## src/rtl/timetag_cmd_pkg.sv

```systemverilog
// ---------------------------------------------------------------------------
// timetag_cmd_pkg
// Shared definitions for the timetag host command decoder: opcode and
// control-target byte values, decoder state encoding, error codes, and a
// helper that checks a register-write length byte.
// ---------------------------------------------------------------------------
package timetag_cmd_pkg;

    // Frame opcodes (first byte of every frame)
    localparam logic [7:0] OP_CTRL  = 8'h01;
    localparam logic [7:0] OP_REGWR = 8'h05;

    // Control-write targets
    localparam logic [7:0] TGT_DETECTORS  = 8'h01;
    localparam logic [7:0] TGT_SEQUENCERS = 8'h02;

    // Error codes reported with err
    localparam logic [1:0] ERR_NONE    = 2'd0;
    localparam logic [1:0] ERR_OPCODE  = 2'd1;
    localparam logic [1:0] ERR_LENGTH  = 2'd2;
    localparam logic [1:0] ERR_TIMEOUT = 2'd3;

    typedef enum logic [2:0] {
        ST_IDLE     = 3'd0,
        ST_CTRL_TGT = 3'd1,
        ST_CTRL_VAL = 3'd2,
        ST_REG_LEN  = 3'd3,
        ST_REG_DATA = 3'd4,
        ST_REG_ADDR = 3'd5
    } state_e;

    // A length byte is usable when it names 1..max_len data bytes.
    function automatic logic len_valid(input logic [7:0] len, input int unsigned max_len);
        return (len != 8'd0) && (32'(len) <= max_len);
    endfunction

endpackage

```

## src/rtl/cmd_parser_if.sv

```systemverilog
// ---------------------------------------------------------------------------
// cmd_parser_if
// Byte-stream input and decoded-strobe outputs of the command parser.
//   master : command source / consumer side (drives cmd_wr, cmd_in)
//   slave  : the parser (drives strobes, payloads, busy, err)
// Signals:
//   cmd_wr/cmd_in           byte valid + byte
//   reg_wr/reg_addr/reg_data register-write strobe and payload
//   ctrl_wr/ctrl_target/ctrl_value control-write strobe and payload
//   busy                    frame partially received
//   err/err_code            error strobe and reason
// ---------------------------------------------------------------------------
interface cmd_parser_if #(
    parameter int DATA_W = 32,
    parameter int ADDR_W = 8
);
    logic              cmd_wr;
    logic [7:0]        cmd_in;
    logic              reg_wr;
    logic [ADDR_W-1:0] reg_addr;
    logic [DATA_W-1:0] reg_data;
    logic              ctrl_wr;
    logic [7:0]        ctrl_target;
    logic [7:0]        ctrl_value;
    logic              busy;
    logic              err;
    logic [1:0]        err_code;

    modport master (
        output cmd_wr, cmd_in,
        input  reg_wr, reg_addr, reg_data, ctrl_wr, ctrl_target, ctrl_value,
               busy, err, err_code
    );

    modport slave (
        input  cmd_wr, cmd_in,
        output reg_wr, reg_addr, reg_data, ctrl_wr, ctrl_target, ctrl_value,
               busy, err, err_code
    );
endinterface

```

## src/rtl/cmd_timeout_counter.sv

```systemverilog
// ---------------------------------------------------------------------------
// cmd_timeout_counter
// Counts idle cycles inside a partially received frame.
//   clk, reset_n : clock, synchronous active-low reset
//   clear_i      : zero the count (byte accepted or no frame in progress)
//   enable_i     : count this cycle
//   expired_o    : this cycle's count would reach TIMEOUT
// expired_o is asserted on the TIMEOUT-th consecutive enabled cycle, so the
// parser can act on the same edge that would complete the count.
// ---------------------------------------------------------------------------
module cmd_timeout_counter #(
    parameter int TIMEOUT = 1024
) (
    input  logic clk,
    input  logic reset_n,
    input  logic clear_i,
    input  logic enable_i,
    output logic expired_o
);
    localparam int             CW   = $clog2(TIMEOUT + 1);
    localparam logic [CW-1:0]  LAST = CW'(TIMEOUT - 1);

    logic [CW-1:0] cnt_q;
    logic [CW-1:0] cnt_d;

    // Next count: clear wins, wrap to zero on expiry, otherwise increment or hold.
    always_comb begin
        cnt_d = cnt_q;
        if (clear_i) begin
            cnt_d = '0;
        end else if (enable_i) begin
            if (cnt_q == LAST) begin
                cnt_d = '0;
            end else begin
                cnt_d = cnt_q + CW'(1);
            end
        end else begin
            cnt_d = cnt_q;
        end
    end

    assign expired_o = enable_i && !clear_i && (cnt_q == LAST);

    // Count register.
    always_ff @(posedge clk) begin
        if (!reset_n) begin
            cnt_q <= '0;
        end else begin
            cnt_q <= cnt_d;
        end
    end
endmodule

```

## src/rtl/cmd_parser.sv

```systemverilog
// ---------------------------------------------------------------------------
// cmd_parser
// Decodes the host command byte stream into one-cycle register-write and
// control-write strobes.
//   clk, reset_n : clock, synchronous active-low reset
//   bus (slave)  : cmd_wr/cmd_in in; reg_wr/reg_addr/reg_data,
//                  ctrl_wr/ctrl_target/ctrl_value, busy, err/err_code out
// Frames: 01 tgt val          -> ctrl write
//         05 len d[len] addr  -> reg write (data MSB first, zero-extended)
// Strobes and err are registered and appear the cycle after the edge that
// samples the final byte. Payload outputs only change together with their
// strobe, so partial frames are staged internally.
// ---------------------------------------------------------------------------
module cmd_parser
    import timetag_cmd_pkg::*;
#(
    parameter int DATA_W  = 32,
    parameter int ADDR_W  = 8,
    parameter int MAX_LEN = 4,
    parameter int TIMEOUT = 1024
) (
    input  logic        clk,
    input  logic        reset_n,
    cmd_parser_if.slave bus
);
    localparam int CNT_W = $clog2(MAX_LEN + 1);

    state_e            state_q;
    logic [CNT_W-1:0]  len_q;
    logic [DATA_W-1:0] shift_q;
    logic [7:0]        tgt_stage_q;
    logic              reg_wr_q;
    logic [ADDR_W-1:0] reg_addr_q;
    logic [DATA_W-1:0] reg_data_q;
    logic              ctrl_wr_q;
    logic [7:0]        ctrl_target_q;
    logic [7:0]        ctrl_value_q;
    logic              err_q;
    logic [1:0]        err_code_q;

    logic [DATA_W-1:0] shift_d;
    logic              tmo_clear;
    logic              tmo_en;
    logic              tmo_expired;

    assign shift_d   = {shift_q[DATA_W-9:0], bus.cmd_in};
    assign tmo_clear = bus.cmd_wr || (state_q == ST_IDLE);
    assign tmo_en    = (state_q != ST_IDLE) && !bus.cmd_wr;

    cmd_timeout_counter #(
        .TIMEOUT (TIMEOUT)
    ) u_tmo (
        .clk       (clk),
        .reset_n   (reset_n),
        .clear_i   (tmo_clear),
        .enable_i  (tmo_en),
        .expired_o (tmo_expired)
    );

    // Frame decoder FSM with registered strobes and payloads.
    always_ff @(posedge clk) begin
        if (!reset_n) begin
            state_q       <= ST_IDLE;
            len_q         <= '0;
            shift_q       <= '0;
            tgt_stage_q   <= 8'h00;
            reg_wr_q      <= 1'b0;
            reg_addr_q    <= '0;
            reg_data_q    <= '0;
            ctrl_wr_q     <= 1'b0;
            ctrl_target_q <= 8'h00;
            ctrl_value_q  <= 8'h00;
            err_q         <= 1'b0;
            err_code_q    <= ERR_NONE;
        end else begin
            reg_wr_q  <= 1'b0;
            ctrl_wr_q <= 1'b0;
            err_q     <= 1'b0;
            // An arriving byte always beats a timeout expiring on the same edge.
            if (bus.cmd_wr) begin
                case (state_q)
                    ST_IDLE: begin
                        if (bus.cmd_in == OP_CTRL) begin
                            state_q <= ST_CTRL_TGT;
                        end else if (bus.cmd_in == OP_REGWR) begin
                            state_q <= ST_REG_LEN;
                        end else begin
                            err_q      <= 1'b1;
                            err_code_q <= ERR_OPCODE;
                        end
                    end
                    ST_CTRL_TGT: begin
                        tgt_stage_q <= bus.cmd_in;
                        state_q     <= ST_CTRL_VAL;
                    end
                    ST_CTRL_VAL: begin
                        ctrl_target_q <= tgt_stage_q;
                        ctrl_value_q  <= bus.cmd_in;
                        ctrl_wr_q     <= 1'b1;
                        state_q       <= ST_IDLE;
                    end
                    ST_REG_LEN: begin
                        if (len_valid(bus.cmd_in, MAX_LEN)) begin
                            len_q   <= CNT_W'(bus.cmd_in);
                            shift_q <= '0;
                            state_q <= ST_REG_DATA;
                        end else begin
                            err_q      <= 1'b1;
                            err_code_q <= ERR_LENGTH;
                            state_q    <= ST_IDLE;
                        end
                    end
                    ST_REG_DATA: begin
                        shift_q <= shift_d;
                        len_q   <= len_q - CNT_W'(1);
                        if (len_q == CNT_W'(1)) begin
                            state_q <= ST_REG_ADDR;
                        end
                    end
                    ST_REG_ADDR: begin
                        reg_addr_q <= ADDR_W'(bus.cmd_in);
                        reg_data_q <= shift_q;
                        reg_wr_q   <= 1'b1;
                        state_q    <= ST_IDLE;
                    end
                    default: begin
                        state_q <= ST_IDLE;
                    end
                endcase
            end else if (tmo_expired) begin
                err_q      <= 1'b1;
                err_code_q <= ERR_TIMEOUT;
                state_q    <= ST_IDLE;
            end
        end
    end

    assign bus.reg_wr      = reg_wr_q;
    assign bus.reg_addr    = reg_addr_q;
    assign bus.reg_data    = reg_data_q;
    assign bus.ctrl_wr     = ctrl_wr_q;
    assign bus.ctrl_target = ctrl_target_q;
    assign bus.ctrl_value  = ctrl_value_q;
    assign bus.busy        = (state_q != ST_IDLE);
    assign bus.err         = err_q;
    assign bus.err_code    = err_code_q;
endmodule

```

## src/flat_wrapper.sv

```systemverilog
// flat-port wrapper written by rule: the top's interface ports become plain ports
module cmd_parser_flat import timetag_cmd_pkg::*;
#(
    parameter int DATA_W  = 32,
    parameter int ADDR_W  = 8,
    parameter int MAX_LEN = 4,
    parameter int TIMEOUT = 1024
)
  (clk, reset_n, bus_cmd_wr, bus_cmd_in, bus_reg_wr, bus_reg_addr, bus_reg_data, bus_ctrl_wr, bus_ctrl_target, bus_ctrl_value, bus_busy, bus_err, bus_err_code);
  cmd_parser_if #(.DATA_W(DATA_W), .ADDR_W(ADDR_W)) bus_i ();
  input  logic clk;
  input  logic reset_n;
  input wire logic [$bits(bus_i.cmd_wr)-1:0] bus_cmd_wr;
  input wire logic [$bits(bus_i.cmd_in)-1:0] bus_cmd_in;
  output wire logic [$bits(bus_i.reg_wr)-1:0] bus_reg_wr;
  output wire logic [$bits(bus_i.reg_addr)-1:0] bus_reg_addr;
  output wire logic [$bits(bus_i.reg_data)-1:0] bus_reg_data;
  output wire logic [$bits(bus_i.ctrl_wr)-1:0] bus_ctrl_wr;
  output wire logic [$bits(bus_i.ctrl_target)-1:0] bus_ctrl_target;
  output wire logic [$bits(bus_i.ctrl_value)-1:0] bus_ctrl_value;
  output wire logic [$bits(bus_i.busy)-1:0] bus_busy;
  output wire logic [$bits(bus_i.err)-1:0] bus_err;
  output wire logic [$bits(bus_i.err_code)-1:0] bus_err_code;
  assign bus_i.cmd_wr = bus_cmd_wr;
  assign bus_i.cmd_in = bus_cmd_in;
  assign bus_reg_wr = bus_i.reg_wr;
  assign bus_reg_addr = bus_i.reg_addr;
  assign bus_reg_data = bus_i.reg_data;
  assign bus_ctrl_wr = bus_i.ctrl_wr;
  assign bus_ctrl_target = bus_i.ctrl_target;
  assign bus_ctrl_value = bus_i.ctrl_value;
  assign bus_busy = bus_i.busy;
  assign bus_err = bus_i.err;
  assign bus_err_code = bus_i.err_code;
  cmd_parser #(.DATA_W(DATA_W), .ADDR_W(ADDR_W), .MAX_LEN(MAX_LEN), .TIMEOUT(TIMEOUT)) u_core (.clk(clk), .reset_n(reset_n), .bus(bus_i));
endmodule
```

## config.mk

```make
export PLATFORM = sky130hd
export DESIGN_NAME = cmd_parser_flat
export DESIGN_NICKNAME = d
export VERILOG_FILES = /design/src/rtl/timetag_cmd_pkg.sv /design/src/rtl/cmd_parser_if.sv /design/src/rtl/cmd_timeout_counter.sv /design/src/rtl/cmd_parser.sv /design/src/flat_wrapper.sv
export SDC_FILE = /design/constraint.sdc
export NUM_CORES = 1
export LEC_CHECK = 0
export CORE_UTILIZATION = 31
export CTS_CLUSTER_SIZE = 8
export DETAILED_ROUTE_END_ITERATION = 10
export PLACE_DENSITY = 0.59
export SLEW_MARGIN = 30
export SYNTH_ARGS = -nofsm -noshare
export SYNTH_HDL_FRONTEND = slang
export SYNTH_SLANG_ARGS = --single-unit
```

## constraint.sdc

```tcl
create_clock -name clk -period 4.8 [get_ports clk]
set_clock_uncertainty 0.2 [all_clocks]
set_input_delay 1.44 -clock clk [delete_from_list [all_inputs] [get_ports clk]]
set_output_delay 1.44 -clock clk [all_outputs]
set_load 0.01 [all_outputs]
```

==> impl_metrics.toml, run 1 <==
[floorplanning]
num_rows = 44
start_util_pct = 31.8
pin_count = 73
dieArea_mm2 = 0.0154
die_x_um = 124
core-area_mm2 = 0.0145
fp.dieH_um = 124

[detailed_routing]
dr.pass1.iters = 4
ant_nets = 0
wirelength_um = 10700
drc = 0
drt_iter0_drc = 247
wire_per_inst_um = 14.2
via_per_inst = 4.88
vias = 3683

[critical_path]
rr_endpoint = "u_core.state_q[1]$_SDFFE_PN0P_"
crit_type = "flop to output port"
regToRegSetupSlack_ns = 2.71
crit_path_end_kind = "output port"
cp-start-kind = "flop"
r2r_start = "u_core.state_q[0]$_SDFFE_PN0P_"
rr_worst_depth = 5
required_ns = 3.16
critPathMaxFanout = 18
arrival_ns = 1.96

[power]
p_comb_share_pct = 4.1
p_leak_nw = 2.07
intPower_w = 0.00182
p_seq_share_pct = 43.2
irDropWorstVdd_mv = 0.255
clkPwrFrac_pct = 52.7
p_switching_w = 0.000488
power_density_mw_per_mm2 = 384
switching_share_pct = 21.1

[min_path]
min_to = "u_core.bus.reg_data[6]$_SDFFE_PN0P_"
whs_path_depth = 2
hp-class = "flop to flop"
worstHoldStart = "u_core.bus.reg_data[6]$_SDFFE_PN0P_"

[yosys]
yosys.area.top_type = "dfxtp_1"
yosysUniqueCellTypes = 58
synth_top_family_by_area = "simple AND/OR/NAND/NOR gates"
ys_seq_elements = 118
synthesis.area_mm2 = 0.00463
yosys_warnings = 0
postSynthCellCount = 498
synthArstFlopShare_pct = 0
synth_edf_count = 0
synthAdderAreaFrac_pct = 0.811
yosysSeqAreaShare_pct = 51.0
synth-xor-area-share_pct = 1.32
synth_compound_area_share_pct = 19.8
synth_top_area_share_pct = 51.0
synth_area_leaders = "dfxtp_1 51%, nand2_1 10%, a21boi_0 9.1%"
synthMuxAreaShare_pct = 1.95
syn_area_per_cell_um2 = 9.29
synthFlopType = "dfxtp_1"
syn_nets = 512
synthSimpleGateAreaFrac_pct = 20.7

[outcome]
status = "finished clean"

[clock_network]
cts_htree_levels = 4
cts_root_buf = "clkbuf_16"
clock-sinks = 118
post_cts_buffers = 0
cts_buffer_depth = 2
worstSkewPairLatency_ns = 0.40
cts_made_buffers = 17
cts_tree = "done"
cts_hold_buffers = 0
ctsResizeCount = 0
clk_pin_slew_worst_paths_ns = 0.05

[placed_design]
post-place-cells = 723
hpwlAfterDp_um = 6950
gp_congestion = 0.770
io_buffers = 72

[grt]
antenna_found_initial = 0
grt-ovfl-total = 0
grt_pass1_wl_um = 17300
grt_max_degree = 49
grt.total_usage_pct = 14.7
grt_pass1_vias = 3528

[layout]
multi_input_area_mm2 = 0.00206
stdcell_count = 755
final_layout_size_suffix_gt1_share_pct = 7.88
area_growth_pct = 30.1
nets = 572
nFillCells = 1439
regArea_mm2 = 0.00236
diodes = 0

[sta]
fin_crit_ns = 3.60
whs_ns = 0.260
drv_slew = 0
rsz0062_at_grt = "no"
setup_viol = 0
hold_viol = 0
setup_tns_ns = 0
fmax_mhz = 278
tightest_slew_ns = 0.689
slew_headroom_pct = 54.1
timing.final.crit_share_pct = 75.0

[run]
drv_cap = 0
kinds of logic after synthesis:
group	count (synthesis)
buf+inv	44
simple gates	199
mux	9
flops	118
xor+xnor	7
fa+ha+maj	3
compound gates	118
cells in the final DEF, fill, tap and decap left out, types with 3 or more instances in the layout:
master           instances
and4b_1                  3
clkbuf_1                 3
nor2_1                  16
dfxtp_1                118
and3_1                   5
clkbuf_16               17
o21ai_0                  4
mux2i_1                  9
xor2_1                   4
buf_4                    5
nand4_1                  3
clkbuf_8                 6
inv_1                    8
a22o_1                  32
and2_1                   4
clkdlybuf4s50_1         71
nand2b_1                 3
nand3_1                  9
ha_1                     3
nor2b_1                 10
a21boi_0                56
a21oi_1                  6
xnor2_1                  3
or3_1                    3
nand2_1                125
Yosys cell counts, drive strengths merged (4+ instances only):
cell and count:
mux2i 9, xor2 4, clkbuf 16, nor2 17
and3 5, and2 4, a21boi 57, nand2 125
nor2b 10, dfxtp 118, a21oi 7, o21ai 5
nor3 4, a22o 32, buf 20, nand3 9
inv 8
power groups by stage:
stage	Sequential (W)	Clock [W]	Combinational, W
global placement	0.00102	0	0.0000948
floorplan	0.00102	0	0.0000624
global route	0.000999	0.00130	0.000104
finish	0.000998	0.00122	0.0000946
CTS	0.000998	0.00124	0.0000963
detailed placement	0.00102	0	0.0000959
metal layers:
| layer | wire length, µm | track usage (%) |
|---|---|---|
| met1 | 5010 | 18.3 |
| met2 | 5180 | 23.3 |
| met3 | 394 | 4.62 |
| met4 | 117 | 6.03 |
| met5 | 0 | 0 |
flip-flops by register name, indices dropped and copies added (netlist names):
| name | flops |
|---|---|
| u_core.bus.reg_wr | 1 |
| u_core.bus.err | 1 |
| u_core.bus.ctrl_target | 8 |
| u_core.shift_q | 32 |
| u_core.bus.reg_data | 32 |
| u_core.state_q | 3 |
| u_core.len_q | 3 |
| u_core.bus.reg_addr | 8 |
| u_core.bus.ctrl_value | 8 |
| u_core.bus.ctrl_wr | 1 |
| u_core.bus.err_code | 2 |
| u_core.tgt_stage_q | 8 |
| u_core.u_tmo.cnt_q | 11 |
cell type report:
type                            count  share of cell area, %
Tap cell                          184                   3.82
Multi-Input combinational cell    336                   34.3
Clock buffer                       26                   8.62
Timing Repair Buffer               77                   12.5
Sequential cell                   118                   39.2
Clock inverter                      6                   1.08
Inverter                            8                  0.499
critical path, stage by stage, from the launching register on:
cell	delay, ns
dfxtp_1	0.69
nor3_2	0.17
inv_1	0.15
clkdlybuf4s50_1	0.55
worst max-delay path by stage:
stage                              startpoint                              end  slack [ns]
2_1_floorplan                   bus_cmd_in[0]   u_core.shift_q[1]$_SDFFE_PN0P_        1.96
3_3_place_gp                    bus_cmd_in[1]  u_core.shift_q[22]$_SDFFE_PN0P_        1.10
3_5_place_dp                    bus_cmd_in[1]  u_core.shift_q[29]$_SDFFE_PN0P_        1.10
4_1_cts        u_core.state_q[0]$_SDFFE_PN0P_                         bus_busy        1.16
5_1_grt        u_core.state_q[0]$_SDFFE_PN0P_                         bus_busy        1.07
6_report       u_core.state_q[0]$_SDFFE_PN0P_                         bus_busy        1.20
through the flow:
| step | area (µm²) | setup WS, ns | total power [W] | util [%] |
|---|---|---|---|---|
| final | 6020 | 1.20 | 0.00231 | 41.4 |
| after global routing | 6020 | 1.07 | 0.00240 | 41.4 |
| after CTS | 6020 | 1.16 | 0.00234 | 41.4 |
| after detailed placement | 5440 | 1.10 | 0.00111 | 37.4 |
| after global placement | 5440 | 1.10 | 0.00111 | 37.4 |
| after floorplan | 4630 | 1.96 | 0.00108 | - |
Power figures use the tool's default switching activity.
==> inputs of run 2 (changes only) <==
==> constraint.sdc (replaced) <==
create_clock -name clk -period 3.6 [get_ports clk]
set_clock_uncertainty 0.2 [all_clocks]
set_input_delay 1.08 -clock clk [delete_from_list [all_inputs] [get_ports clk]]
set_output_delay 1.08 -clock clk [all_outputs]
set_load 0.01 [all_outputs]
==> impl_metrics.toml, run 2 (synthesis results as in run 1) <==
[outcome]
status = "finished clean"

[clock_network]
cts_hold_buffers = 0
cts_buffer_depth = 2
clock-sinks = 118
cts_tree = "done"
cts_htree_levels = 4
post_cts_buffers = 0
worstSkewPairLatency_ns = 0.40
ctsResizeCount = 0
clk_pin_slew_worst_paths_ns = 0.05
cts_root_buf = "clkbuf_16"
cts_made_buffers = 17

[power]
intPower_w = 0.00248
power_density_mw_per_mm2 = 515
p_switching_w = 0.000669
p_seq_share_pct = 42.3
switching_share_pct = 21.2
irDropWorstVdd_mv = 0.338
clkPwrFrac_pct = 53.5
p_comb_share_pct = 4.2
p_leak_nw = 2.11

[critical_path]
cp-start-kind = "flop"
required_ns = 2.32
critPathMaxFanout = 18
r2r_start = "u_core.state_q[0]$_SDFFE_PN0P_"
crit_type = "flop to output port"
slowest_delay_ns = 0.52
critPathLaunch = "u_core.state_q[0]$_SDFFE_PN0P_"
critPathBufInv = 2
crit_path_end_kind = "output port"
cpLargestDelayFamily = "buffers and inverters"
arrival_ns = 2.01
worstPathCellList = "nor3_2, inv_1, clkdlybuf4s50_1"
cp_slowest_cell = "clkdlybuf4s50_1"

[detailed_routing]
ant_nets = 0
drc = 0
wire_per_inst_um = 13.9
drt_iter0_drc = 242
dr.pass1.iters = 4
via_per_inst = 4.79
vias = 3650
wirelength_um = 10600

[layout]
stdcell_count = 762
nets = 579
final_layout_size_suffix_gt1_share_pct = 9.34
diodes = 0
layout.cells.most_common = "nand2_1"
final_cell_area_mm2 = 0.00611
final_cell_mix = "125 x nand2_1, 118 x dfxtp_1, 71 x clkdlybuf4s50_1"
regArea_mm2 = 0.00236
nFillCells = 1424
area_growth_pct = 32.1
multi_input_area_mm2 = 0.00206

[min_path]
hp-class = "flop to flop"
worstHoldStart = "u_core.len_q[1]$_SDFFE_PN0P_"

[floorplanning]
pin_count = 73
fp.dieH_um = 124
die_x_um = 124
num_rows = 44
start_util_pct = 31.8
dieArea_mm2 = 0.0154
core-area_mm2 = 0.0145

[grt]
grt_max_degree = 43
grt_pass1_wl_um = 17100
grt_pass1_vias = 3466
grt.total_usage_pct = 14.6
grt-ovfl-total = 0
antenna_found_initial = 0

[run]
drv_cap = 0

[sta]
timing.final.crit_share_pct = 91.4
tightest_slew_ns = 0.624
setup_tns_ns = 0
slew_headroom_pct = 58.4
fin_crit_ns = 3.29
drv_slew = 0
fmax_mhz = 304
hold_viol = 0
setup_viol = 0
rsz0062_at_grt = "no"

[placed_design]
gp_congestion = 0.844
placed_area_mm2 = 0.00552
hpwlAfterDp_um = 7190
io_buffers = 72
post-place-cells = 730
[run 2: cell count changes in the layout (fill, tap and decap cells not counted)]
cell        delta
buf_4          +5
clkbuf_8       -5
clkinv_2       +3
buf_12         +2
bufinv_16      +2
clkbuf_1       -2
clkinvlp_4     +2
clkinv_4       -1
inv_6          +1
[run 2: routing by layer]
| layer | global-route usage, % | routed length [µm] |
|---|---|---|
| met2 | 22.5 | 5110 |
| met4 | 6.47 | 127 |
| met1 | 18.5 | 4960 |
| met3 | 4.85 | 380 |
| met5 | 0 | 0 |
[run 2: cell type report]
cell class	count	area share, %
Clock buffer	19	7.24
Clock inverter	13	2.54
Inverter	8	0.491
Multi-Input combinational cell	336	33.7
Sequential cell	118	38.6
Tap cell	184	3.77
Timing Repair Buffer	84	13.6
[run 2: worst register-to-register path, stage by stage, from the launching register on]
cell      delay (ns)
dfxtp_1         0.48
nor3_2          0.44
inv_1           0.17
a41oi_1         0.41
o311ai_0        0.21
o41ai_1         0.10
[run 2: worst paths after layout]
| path | end | slack, ns | cells after the start |
|---|---|---|---|
| hold / removal | u_core.len_q[1]$_SDFFE_PN0P_ | 0.26 | 2 |
| setup / recovery | bus_busy | 0.31 | 3 |
| setup reg to reg | u_core.state_q[1]$_SDFFE_PN0P_ | 1.49 | 5 |
| hold reg to reg | u_core.len_q[1]$_SDFFE_PN0P_ | 0.26 | 2 |
[run 2: power groups by stage]
stage               clock (W)  sequential [W]  combinational [W]
detailed placement          0         0.00136           0.000133
floorplan                   0         0.00135          0.0000832
finish                0.00168         0.00133           0.000132
global placement            0         0.00136           0.000131
global route          0.00178         0.00133           0.000145
CTS                   0.00172         0.00133           0.000134
[run 2: through the flow]
step	total power, W	utilization [%]	setup slack [ns]	hold WS, ns
floorplan	0.00144	-	1.12	0.230
global placement	0.00149	38.0	0.411	0.246
detailed placement	0.00149	38.0	0.336	0.255
CTS	0.00319	42.1	0.288	0.264
global route	0.00326	42.1	0.229	0.275
finish	0.00315	42.1	0.310	0.259
